--- src/rtl/instr_fetch_unit.sv ---
// Fetch stage: owns the fetch PC, issues one-outstanding imem requests
// and buffers returned words ahead of the decode/control consumer.
module instr_fetch_unit #(
   parameter int unsigned     PC_W     = 6,
   parameter int unsigned     INSTR_W  = 16,
   parameter int unsigned     DEPTH    = 2,
   parameter logic [PC_W-1:0] RESET_PC = '0
) (
   input  logic               clk,
   input  logic               rst,
   input  logic               fetch_en,
   output logic               imem_req,
   output logic [PC_W-1:0]    imem_addr,
   input  logic               imem_ack,
   input  logic [INSTR_W-1:0] imem_data,
   input  logic               redirect,
   input  logic [PC_W-1:0]    redirect_pc,
   output logic               dec_valid,
   input  logic               dec_ready,
   output logic [INSTR_W-1:0] dec_instr,
   output logic [3:0]         dec_opcode,
   output logic [3:0]         dec_rd,
   output logic [3:0]         dec_rs,
   output logic [3:0]         dec_rt,
   output logic [PC_W-1:0]    dec_pc,
   output logic [PC_W-1:0]    dec_pc_plus1
);

   localparam int unsigned AW = $clog2(DEPTH);
   localparam int unsigned CW = AW + 1;
   localparam logic [CW-1:0] FULL = CW'(DEPTH);

   typedef enum logic [1:0] {
      IDLE,
      FETCH,
      DISCARD
   } state_e;

   state_e             state_q, state_d;
   logic [PC_W-1:0]    fetch_pc_q, fetch_pc_d;
   logic [PC_W-1:0]    hold_pc_q, hold_pc_d;
   logic [AW-1:0]      wr_ptr_q, rd_ptr_q;
   logic [CW-1:0]      count_q;
   logic [INSTR_W-1:0] buf_instr_q [DEPTH];
   logic [PC_W-1:0]    buf_pc_q [DEPTH];
   logic               push, pop;
   logic [CW-1:0]      cnt_pop, cnt_push_pop;

   assign dec_valid    = (count_q != '0);
   assign pop          = dec_valid && dec_ready;
   assign cnt_pop      = count_q - CW'(pop);
   assign cnt_push_pop = cnt_pop + CW'(1);

   assign imem_req  = (state_q != IDLE);
   assign imem_addr = (state_q == DISCARD) ? hold_pc_q : fetch_pc_q;

   always_comb begin
      state_d    = state_q;
      fetch_pc_d = fetch_pc_q;
      hold_pc_d  = hold_pc_q;
      push       = 1'b0;
      unique case (state_q)
         IDLE: begin
            if (fetch_en && (redirect || cnt_pop < FULL))
               state_d = FETCH;
         end
         FETCH: begin
            if (redirect) begin
               if (imem_ack) begin
                  state_d = fetch_en ? FETCH : IDLE;
               end else begin
                  state_d   = DISCARD;
                  hold_pc_d = fetch_pc_q;
               end
            end else if (imem_ack) begin
               push       = 1'b1;
               fetch_pc_d = fetch_pc_q + PC_W'(1);
               if (fetch_en && cnt_push_pop < FULL)
                  state_d = FETCH;
               else
                  state_d = IDLE;
            end
         end
         DISCARD: begin
            if (imem_ack)
               state_d = fetch_en ? FETCH : IDLE;
         end
         default: state_d = IDLE;
      endcase
      if (redirect)
         fetch_pc_d = redirect_pc;
   end

   always_ff @(posedge clk or negedge rst) begin
      if (!rst) begin
         state_q    <= IDLE;
         fetch_pc_q <= RESET_PC;
         hold_pc_q  <= RESET_PC;
      end else begin
         state_q    <= state_d;
         fetch_pc_q <= fetch_pc_d;
         hold_pc_q  <= hold_pc_d;
      end
   end

   // A flush also discards whatever the consumer popped this cycle.
   always_ff @(posedge clk or negedge rst) begin
      if (!rst) begin
         wr_ptr_q <= '0;
         rd_ptr_q <= '0;
         count_q  <= '0;
      end else if (redirect) begin
         wr_ptr_q <= '0;
         rd_ptr_q <= '0;
         count_q  <= '0;
      end else begin
         if (push)
            wr_ptr_q <= wr_ptr_q + AW'(1);
         if (pop)
            rd_ptr_q <= rd_ptr_q + AW'(1);
         count_q <= count_q + CW'(push) - CW'(pop);
      end
   end

   always_ff @(posedge clk) begin
      if (push) begin
         buf_instr_q[wr_ptr_q] <= imem_data;
         buf_pc_q[wr_ptr_q]    <= fetch_pc_q;
      end
   end

   assign dec_instr    = dec_valid ? buf_instr_q[rd_ptr_q] : '0;
   assign dec_pc       = dec_valid ? buf_pc_q[rd_ptr_q] : '0;
   assign dec_pc_plus1 = dec_pc + PC_W'(1);
   assign dec_opcode   = dec_instr[15:12];
   assign dec_rd       = dec_instr[11:8];
   assign dec_rs       = dec_instr[7:4];
   assign dec_rt       = dec_instr[3:0];

endmodule
--- config.mk ---
export PLATFORM = sky130hd
export DESIGN_NAME = instr_fetch_unit
export DESIGN_NICKNAME = d
export VERILOG_FILES = /design/src/rtl/instr_fetch_unit.sv
export SDC_FILE = /design/constraint.sdc
export NUM_CORES = 1
export LEC_CHECK = 0
export ABC_AREA = 1
export BUFFER_PORTS_ARGS = -buffer_cell sky130_fd_sc_hd__buf_2
export CORE_MARGIN = 3
export CORE_UTILIZATION = 47
export DETAILED_ROUTE_END_ITERATION = 8
export GPL_TIMING_DRIVEN = 1
export PLACE_DENSITY = 0.72
export SYNTH_ARGS = -nofsm -noshare
export SYNTH_HDL_FRONTEND = slang
export SYNTH_SLANG_ARGS = --single-unit
--- constraint.sdc ---
create_clock -name clk -period 2.2 [get_ports clk]
set_input_delay 0.11 -clock clk [delete_from_list [all_inputs] [get_ports clk]]
set_output_delay 0.11 -clock clk [all_outputs]
set_load 0.01 [all_outputs]
==> impl_metrics.tcl <==
set metrics [dict create \
    status "complete, no violations" \
    ys_warn_count 0 \
    fin_crit_sh 0.920 \
    layout_common_cells "nand2_1 (79), buf_2 (79), edfxtp_1 (44), nor2_1 (31), a21oi_1 (27)" \
    avgSynthCellArea_sq_um 9.91 \
    cts_setup_buffers 0 \
    clk_path_buf_depth 2 \
    grt_setup_unrepaired "false" \
    drc_errors 0 \
    clk_pin_slew_worst_paths_ns 0.07 \
    initial_core_util 0.501 \
    leakage_nw 1.77 \
    die_x_microns 86.6 \
    ant_nets 0 \
    hpwl_mm 4.45 \
    cts_made_buffers 9 \
    slew_headroom 0.714 \
    clock-sinks 62 \
    first_pass_iters 4 \
    finalHoldViolCount 0 \
    nets 426 \
    n_fill_cell 503 \
    antenna_cells 0 \
    insertion_delay_ns 0.33 \
    final.setup.tns_ns 0 \
    worst-setup-path-type "flip-flop to output pin" \
    post_drt_wl_per_cell_microns 13.2 \
    crit_fanout 10 \
    critPathRequiredTime_ns 2.09 \
    gp_congestion 0.805 \
    synth-seq-cells 62 \
    htree_levels 3 \
    layout_setup_ws_ns 0.175 \
    power_frac_seq 0.360 \
    io_buffers 79 \
    ioPinCount 80 \
    ff_latch_area_sq_mm 0.00177 \
    p_clk_frac 0.250 \
    arrival_ns 1.91 \
    grt_pass1_wl_mm 10.5 \
    maxCapViolations 0 \
    wl_mm 6.28 \
    sw_frac_of_total 0.370 \
    vias 2315 \
    synth_nets 339 \
    syn_inst 308 \
    multi_input_area_sq_um 968 \
    syn_area_sq_mm 0.00305 \
    worst_slew_pin_slew_ns 0.428 \
    clock_skew_ns 0.00543 \
    peakVddDrop_v 0.000736 \
    power.density_mw_per_mm2 1170 \
    row_count 28 \
    fin_crit_ns 2.02 \
    drive_gt1_frac 0.323 \
    place_ws_ns 0.417 \
    grt_max_degree 23 \
    drt_iter0_markers 125 \
    internal_power_mw 2.79 \
    die_h_microns 86.6 \
    slew_violations 0 \
    hold_class "input port to flip-flop" \
    gr-usage-all-layers 0.183 \
    yosysSeqAreaShare 0.581 \
    via_per_inst 4.87 \
    comb_power_share 0.389 \
    die_area_sq_mm 0.00750 \
    grt_antenna_before_repair 0 \
    cts_tree "built" \
    worstSetupEndpointType "output pin" \
    ys_types 31 \
    grt_overflow 0 \
    area_growth_pct 24.1 \
    power.switching_mw 1.64 \
    max_freq_mhz 494 \
    setup_viol 0 \
    grt_pass1_vias 2288 \
    root_buffer "clkbuf_8" \
    start_kind "flip-flop" \
    fp.coreArea_sq_mm 0.00610 \
]
==> power groups by stage <==
| stage | logic (mW) | clock network (mW) | registers [mW] |
|---|---|---|---|
| after CTS | 1.75 | 1.13 | 1.60 |
| after floorplan | 1.30 | 0 | 1.57 |
| after global placement | 1.67 | 0 | 1.61 |
| after detailed placement | 1.71 | 0 | 1.62 |
| final | 1.73 | 1.11 | 1.60 |
| after global routing | 1.94 | 1.18 | 1.62 |
==> what timing repair did <==
item / CTS / global route
setup endpoints to repair: 0 / 1
gates resized for setup: 0 / 1
hold endpoints to repair: 50 / 0
hold buffers: 17 / 0
==> synthesized netlist by cell type (all sizes together) <==
cell type  number  area (sq um)
xnor2           1          8.76
edfxtp         44          1320
dfrtp          18           450
inv            28           110
ha              3          37.5
o211ai          1          7.51
o21ai          12          63.8
nand3          10          77.6
a31oi           2          12.5
or2             2          12.5
nor2           39           176
o21bai          1          7.51
nand2          86           360
xor2            4          35.0
buf            27           206
nand4           2          12.5
a21oi          28           151
==> registers in the layout, summed over array words and instances (netlist names) <==
name and flops:
rd_ptr_q 1, wr_ptr_q 1, hold_pc_q 6, state_q 2, fetch_pc_q 6, count_q 2
buf_instr_q 32, buf_pc_q 12
==> worst paths after layout <==
check | cells after the start | slack, ns | startpoint | endpoint
setup reg to reg | 10 | 0.47 | count_q[1]$_DFF_PN0_ | count_q[1]$_DFF_PN0_
max in group asynchronous | 2 | 1.64 | rst | rd_ptr_q$_DFFE_PN0P_
hold reg to reg | 2 | 0.50 | hold_pc_q[2]$_DFFE_PN0P_ | hold_pc_q[2]$_DFFE_PN0P_
setup / recovery | 7 | 0.18 | rd_ptr_q$_DFFE_PN0P_ | dec_pc_plus1[4]
hold / removal | 3 | 0.03 | redirect_pc[0] | fetch_pc_q[0]$_DFFE_PN0P_
min in group asynchronous | 2 | 0.24 | rst | hold_pc_q[1]$_DFFE_PN0P_
==> cells by family (layout without fill, tap and decap cells) <==
kind of cell / count (synthesis) / after routing / synth area share
buffers and inverters: 55 / 147 / 0.104
flip-flops: 62 / 62 / 0.581
XOR/XNOR: 5 / 5 / 0.0143
adder cells (fa/ha/maj): 3 / 3 / 0.0123
AO/OA/AOI/OAI: 44 / 44 / 0.0795
AND/OR/NAND/NOR: 139 / 139 / 0.210
==> area by class of cell <==
class	count	share of cell area
sequential	62	0.468
multi-input combinational	191	0.256
timing repair buffer	103	0.163
clock buffer	12	0.0410
inverter	28	0.0291
tap	75	0.0248
clock inverter	4	0.0185
==> worst max-delay path: stages (launching register included) <==
cell and delay, ns:
dfrtp_2 0.45, buf_4 0.20, nand2_1 0.10, a21oi_1 0.22, ha_1 0.24, nand3_2 0.09
xor2_1 0.15, buf_2 0.14
==> metal layers <==
layer  global-route usage  share of wire
met1                0.226           0.41
met2                0.309           0.51
met5                    0              0
met3               0.0437          0.066
met4               0.0765         0.0084
==> stage by stage <==
stage / util / area [sq um] / instances / power [mW] / hold slack, ns
2_1_floorplan: - / 3050 / 308 / 2.87 / -0.186
3_3_place_gp: 0.556 / 3390 / 442 / 3.28 / 0.0679
3_5_place_dp: 0.556 / 3390 / 442 / 3.33 / 0.0676
4_1_cts: 0.621 / 3790 / 475 / 4.47 / 0.0180
5_1_grt: 0.622 / 3790 / 475 / 4.75 / 0.0239
6_report: 0.622 / 3790 / 475 / 4.43 / 0.0278
No activity file was read; power rests on OpenSTA's default activity.
